<file path="config.mk">
export PLATFORM = sky130hd
export DESIGN_NAME = grf_multiport_bypass
export DESIGN_NICKNAME = d
export VERILOG_FILES = /design/src/rtl/grf_multiport_bypass_pkg.sv /design/src/rtl/grf_multiport_bypass_read_port.sv /design/src/rtl/grf_multiport_bypass.sv
export SDC_FILE = /design/constraint.sdc
export NUM_CORES = 2
export LEC_CHECK = 0
export BUFFER_PORTS_ARGS = -buffer_cell sky130_fd_sc_hd__buf_2
export CAP_MARGIN = 5
export CORE_MARGIN = 2
export CORE_UTILIZATION = 43
export CTS_CLUSTER_SIZE = 24
export DETAILED_ROUTE_END_ITERATION = 7
export MAX_ROUTING_LAYER = met4
export PLACE_DENSITY_LB_ADDON = 0.12
export SLEW_MARGIN = 25
export SYNTH_ARGS = -nofsm -noshare
export SYNTH_HDL_FRONTEND = slang
export SYNTH_SLANG_ARGS = --single-unit
</file>
<file path="constraint.sdc">
create_clock -name clk -period 3.75 [get_ports clk]
set_input_delay 0.5625 -clock clk [delete_from_list [all_inputs] [get_ports clk]]
set_output_delay 0.5625 -clock clk [all_outputs]
set_load 0.01 [all_outputs]
</file>
<file path="src/rtl/grf_multiport_bypass_pkg.sv">
// Shared types and constants for the general register file.
package grf_multiport_bypass_pkg;

  typedef enum logic {
    ST_IDLE,
    ST_CLEAR
  } grf_state_e;

  localparam int unsigned ZERO_REG = 0;

endpackage

</file>
<file path="src/rtl/grf_multiport_bypass_read_port.sv">
// One register-file read port: storage mux plus same-cycle write forwarding.
module grf_multiport_bypass_read_port
  import grf_multiport_bypass_pkg::*;
#(
  parameter int unsigned DATA_W = 32,
  parameter int unsigned ADDR_W = 5,
  parameter int unsigned BYPASS = 1
) (
  input  logic [ADDR_W-1:0]                 ra,
  input  logic [ADDR_W-1:0]                 wa,
  input  logic [DATA_W-1:0]                 wd,
  input  logic                              byp_en,
  input  logic [(2**ADDR_W)*DATA_W-1:0]     rf_flat,
  output logic [DATA_W-1:0]                 rd
);

  always_comb begin
    rd = rf_flat[32'(ra)*DATA_W +: DATA_W];
    if (ra == ADDR_W'(ZERO_REG)) begin
      rd = '0;
    end else if ((BYPASS != 0) && byp_en && (ra == wa)) begin
      rd = wd;
    end
  end

endmodule

</file>
<file path="src/rtl/grf_multiport_bypass.sv">
// Decode-stage register file: NUM_RD read ports, one write port, $0 hardwired,
// soft-clear sequencer and registered write trace.
module grf_multiport_bypass
  import grf_multiport_bypass_pkg::*;
#(
  parameter int unsigned DATA_W = 32,
  parameter int unsigned ADDR_W = 5,
  parameter int unsigned NUM_RD = 2,
  parameter int unsigned BYPASS = 1
) (
  input  logic                       clk,
  input  logic                       reset_n,
  input  logic [31:0]                pc_i,
  input  logic                       we,
  input  logic [ADDR_W-1:0]          wa,
  input  logic [DATA_W-1:0]          wd,
  input  logic [NUM_RD*ADDR_W-1:0]   ra,
  output logic [NUM_RD*DATA_W-1:0]   rd,
  input  logic                       clr_req,
  output logic                       clr_busy,
  output logic                       trace_valid,
  output logic [31:0]                trace_pc,
  output logic [ADDR_W-1:0]          trace_addr,
  output logic [DATA_W-1:0]          trace_data
);

  localparam int unsigned DEPTH = 2**ADDR_W;

  logic [DATA_W-1:0]       rf [1:DEPTH-1];
  logic [DEPTH*DATA_W-1:0] rf_flat;
  grf_state_e              state, state_nxt;
  logic [ADDR_W-1:0]       cnt, cnt_nxt;
  logic                    commit;

  assign clr_busy = (state == ST_CLEAR);
  assign commit   = we && !clr_busy && (wa != ADDR_W'(ZERO_REG));

  always_ff @(posedge clk) begin
    if (!reset_n) begin
      state <= ST_IDLE;
      cnt   <= '0;
    end else begin
      state <= state_nxt;
      cnt   <= cnt_nxt;
    end
  end

  // Counter wraps to 0 on the last clear cycle; that wrap is the exit, not a write to $0.
  always_comb begin
    state_nxt = state;
    cnt_nxt   = cnt;
    case (state)
      ST_IDLE: begin
        if (clr_req) begin
          state_nxt = ST_CLEAR;
          cnt_nxt   = ADDR_W'(1);
        end
      end
      ST_CLEAR: begin
        cnt_nxt = cnt + 1'b1;
        if (cnt == '1) begin
          state_nxt = ST_IDLE;
        end
      end
      default: state_nxt = ST_IDLE;
    endcase
  end

  always_ff @(posedge clk) begin
    if (!reset_n) begin
      for (int unsigned i = 1; i < DEPTH; i++) begin
        rf[i] <= '0;
      end
    end else if (state == ST_CLEAR) begin
      rf[cnt] <= '0;
    end else if (commit) begin
      rf[wa] <= wd;
    end
  end

  always_ff @(posedge clk) begin
    if (!reset_n) begin
      trace_valid <= 1'b0;
      trace_pc    <= '0;
      trace_addr  <= '0;
      trace_data  <= '0;
    end else begin
      trace_valid <= commit;
      if (commit) begin
        trace_pc   <= pc_i;
        trace_addr <= wa;
        trace_data <= wd;
      end
    end
  end

  always_comb begin
    rf_flat = '0;
    for (int unsigned i = 1; i < DEPTH; i++) begin
      rf_flat[i*DATA_W +: DATA_W] = rf[i];
    end
  end

  for (genvar k = 0; k < NUM_RD; k++) begin : g_rd
    grf_multiport_bypass_read_port #(
      .DATA_W (DATA_W),
      .ADDR_W (ADDR_W),
      .BYPASS (BYPASS)
    ) u_port (
      .ra      (ra[k*ADDR_W +: ADDR_W]),
      .wa      (wa),
      .wd      (wd),
      .byp_en  (commit),
      .rf_flat (rf_flat),
      .rd      (rd[k*DATA_W +: DATA_W])
    );
  end

endmodule
</file>
==> impl_results.md <==
- Outcome: completed
- Post-DR wirelength/cell: 33.63 um
- Top_reg_cell synth: edfxtp_1
- CP Data Required Time: between 3000 and 4000 ps
- GRT Total Usage: 0.3335
- Nets: roughly 4500
- Post-synth EDFFs: between 900 and 1000
- Post-synthesis async set-or-reset flop share: 0
- Clk buf depth: 3
- CP max-delay cell: nor4_1
- Combinational fraction of design power: 0.128
- Dpl cell area: 0.05943 mm2
- Maximum VDD drop: 0.4344 mV
- Startpoint types: input pin
- Multi-input logic area: 0.02112 mm2
- First-pass GRT wire length: 292000 um
- WHS Endpoint: trace_pc[5]
- Synth top area cells: edfxtp_1 (55%), mux4_2 (15%), nor2_1 (7.6%)
- Fillers: 10860
- Hold Crit Depth: 3
- Hold slack: 44.53 ps
- Cell Chain, Critical Path: buf_8 -> buf_12 -> buf_4 -> nor2_1 -> a21o_1 -> buf_4 -> nor4_1 -> buf_4 -> a21oi_1 -> buf_4 -> a21oi_2 -> buf_2
- CTS tree: built
- Synth warn: 0
- Reg2reg setup slack: 820 ps
- Max transition margin: 0.2607
- Synth top area share: 0.5526
- Synth-to-Final Area Change: 17.43%
- Dominant cell type by area after synthesis: edfxtp_1
- Register area: 0.03131 mm2
- Post-route antenna net violation count: 0
- Commonest cells post-synth: nor2_1 (1085), edfxtp_1 (992), mux4_2 (354), clkbuf_1 (329), mux2i_1 (241)
- Clock transition at path regs: ~60 ps
- Sw Share: 0.2599
- Syn Nets: between 4000 and 5000
- FF-to-FF path depth: 8
- Setup repair bufs after CTS: 0
- H-tree Lvls: 3
- Vias in the first global route: a little under 40000
- Share of cells above drive strength 1: 0.2876
- Netlist cell types: 56
- 1st-pass router iterations: 6
- Hold/Removal Path Class: input pin to flop
- Vias: 39600
- Max Cap Viol: 0
- Clock power share: 0.403
- Setup violations, final: 0
- Pwr Total: between 0.02 and 0.03 W
- Measured slew at the worst slew-check pin: 1081 ps
- Buffers on Ports: 217
- Die extent in x: 358.1 um
- WL final: about 210000 um
- CP peak stage delay: approximately 460 ps
- WS Path Type: input pin to output pin
- Setup crit end kind: output pin
- Clk root buf: clkbuf_16
- Internal Dissipation: 0.02153 W
- Most numerous cell in the Yosys netlist: nor2_1
- Dpl hpwl: 135400 um
- Hold_buf cts: 0
- Hold_sp: pc_i[5]
- CP arrival: around 3200 ps
- FP Rows: about 130
- # IOs: 218
- Die area: 0.1282 mm2
- Crit-path max FO: 25
- Synthesized area per cell: ~13 um2
- Initial antenna violation count: 7
- Synth Instances: 4132
- CTS Buf Count: 120
- Largest net degree at the start of global routing: 48
- Yosys reg bits: 1068
- GP Congestion: 0.9662
- Residual DRC count: 0
- Sequential power share: 0.470
- Core Region: between 0.1 and 0.15 mm2
- CP most frequent cell: buf_4
- Initial core utilization: 0.4343
- Grt ovf: 0
- Max Clock Skew: 18.88 ps
- Final WS setup: approximately 2.8 ps
- Final min period: 3747 ps
- DP Worst Slack: -79.22 ps
- Via density: 6.427
- RR Startpoint: clr_busy
- Fmax: 266.9 MHz
- Period utilization: 0.9993
- Synthesized area: 0.05391 mm2
- Die Y: 358.1 um
- Leakage: 22.42 nW
- Clk_lat worst skew: a little under 800 ps
- Reg-to-reg critical path endpoint: rf[9][0]
- Slew Limit Fails: 0
- Post-route core utilization: 0.5100
- Final Cell Area: 0.06330 mm2
- DRT iter0 DRCs: 5593
- Fin. Hold Viols: 0
- Clock Sinks: 1068
- Switching pwr: 0.007560 W
- PwrDens: 459.6 mW/mm2
- Seq/Total Area, Yosys: 0.5808
worst max-delay path: cells and delay by family:
kind	cells	cell delay (ps)
buffers and inverters	7	1480
and+or+nand+nor	2	510
AOI/OAI and AO/OA	3	560
per-stage QoR:
stage | TNS, ps | instances
6_report | 0 | 6162
5_1_grt | -19.61 | 6162
4_1_cts | 0 | 6160
3_5_place_dp | -117.3 | 5932
3_3_place_gp | -169.8 | 5932
2_1_floorplan | 0 | 4132
placed cells by master (no fill, tap or decap), types with 32 or more instances in the layout:
cell type / count
a21oi_1: 95
nand2_2: 32
buf_2: 210
edfxtp_1: 992
a221oi_1: 62
mux2i_1: 241
mux2_2: 91
nor2_1: 1083
clkbuf_16: 123
dfxtp_1: 76
mux4_2: 354
a22oi_1: 47
buf_4: 309
buf_12: 76
nand2_1: 204
registers in the layout (all words and copies together), names as in the netlist:
signal / count
rf: 992
trace_data: 32
trace_pc: 32
cnt: 5
trace_addr: 5
clr_busy: 1
trace_valid: 1
cells by family after synthesis:
family / synth area share
muxes: 0.2117
buffers and inverters: 0.03236
xor gates and xnor gates: 0.001625
adders and majority gates: 0.0004641
AOI/OAI and AO/OA: 0.06891
DFF: 0.5808
and+or+nand+nor: 0.1042
repair_timing:
item | 4_1_cts | 5_1_grt
gates resized for setup | 3 | 4
endpoints found under the setup margin | 3 | 4
endpoints found under the hold margin | 0 | 0
worst max-delay path by stage:
| stage | startpoint | endpoint | slack (ps) | depth (start not counted) |
|---|---|---|---|---|
| after global placement | ra[5] | rd[36] | -90 | 12 |
| after detailed placement | ra[5] | rd[36] | -80 | 12 |
| after CTS | ra[0] | rd[29] | 20 | 9 |
| final | ra[5] | rd[36] | 3 | 12 |
| after global routing | ra[5] | rd[55] | -20 | 10 |
| after floorplan | wa[4] | rf[4][0] | 170 | 8 |
power groups by stage:
| stage | Combinational (W) | Sequential, W | Clock [W] |
|---|---|---|---|
| CTS | 0.00366 | 0.0137 | 0.0118 |
| finish | 0.00371 | 0.0137 | 0.0117 |
| global route | 0.00382 | 0.0137 | 0.0123 |
| global placement | 0.00363 | 0.0139 | 0 |
| floorplan | 0.00191 | 0.0139 | 0 |
| detailed placement | 0.00364 | 0.0139 | 0 |
layer usage:
layer	vias up	part of all wire	global-route usage
met5	-	0	-
met4	0	0.045	0.1289
met3	432	0.10	0.05746
met2	2419	0.45	0.5000
met1	20460	0.40	0.4552
li1	16290	-	-
area by class of cell:
type	instances	share of cell area
diodes	2	0.00007906
clock buffers	153	0.05072
clock inverters	75	0.009922
inverters	7	0.0004151
multi-input cells	2621	0.3337
flip-flops and latches	1068	0.4946
well taps	1637	0.03236
repair buffers	599	0.07823
(Power assumes the default switching activity.)
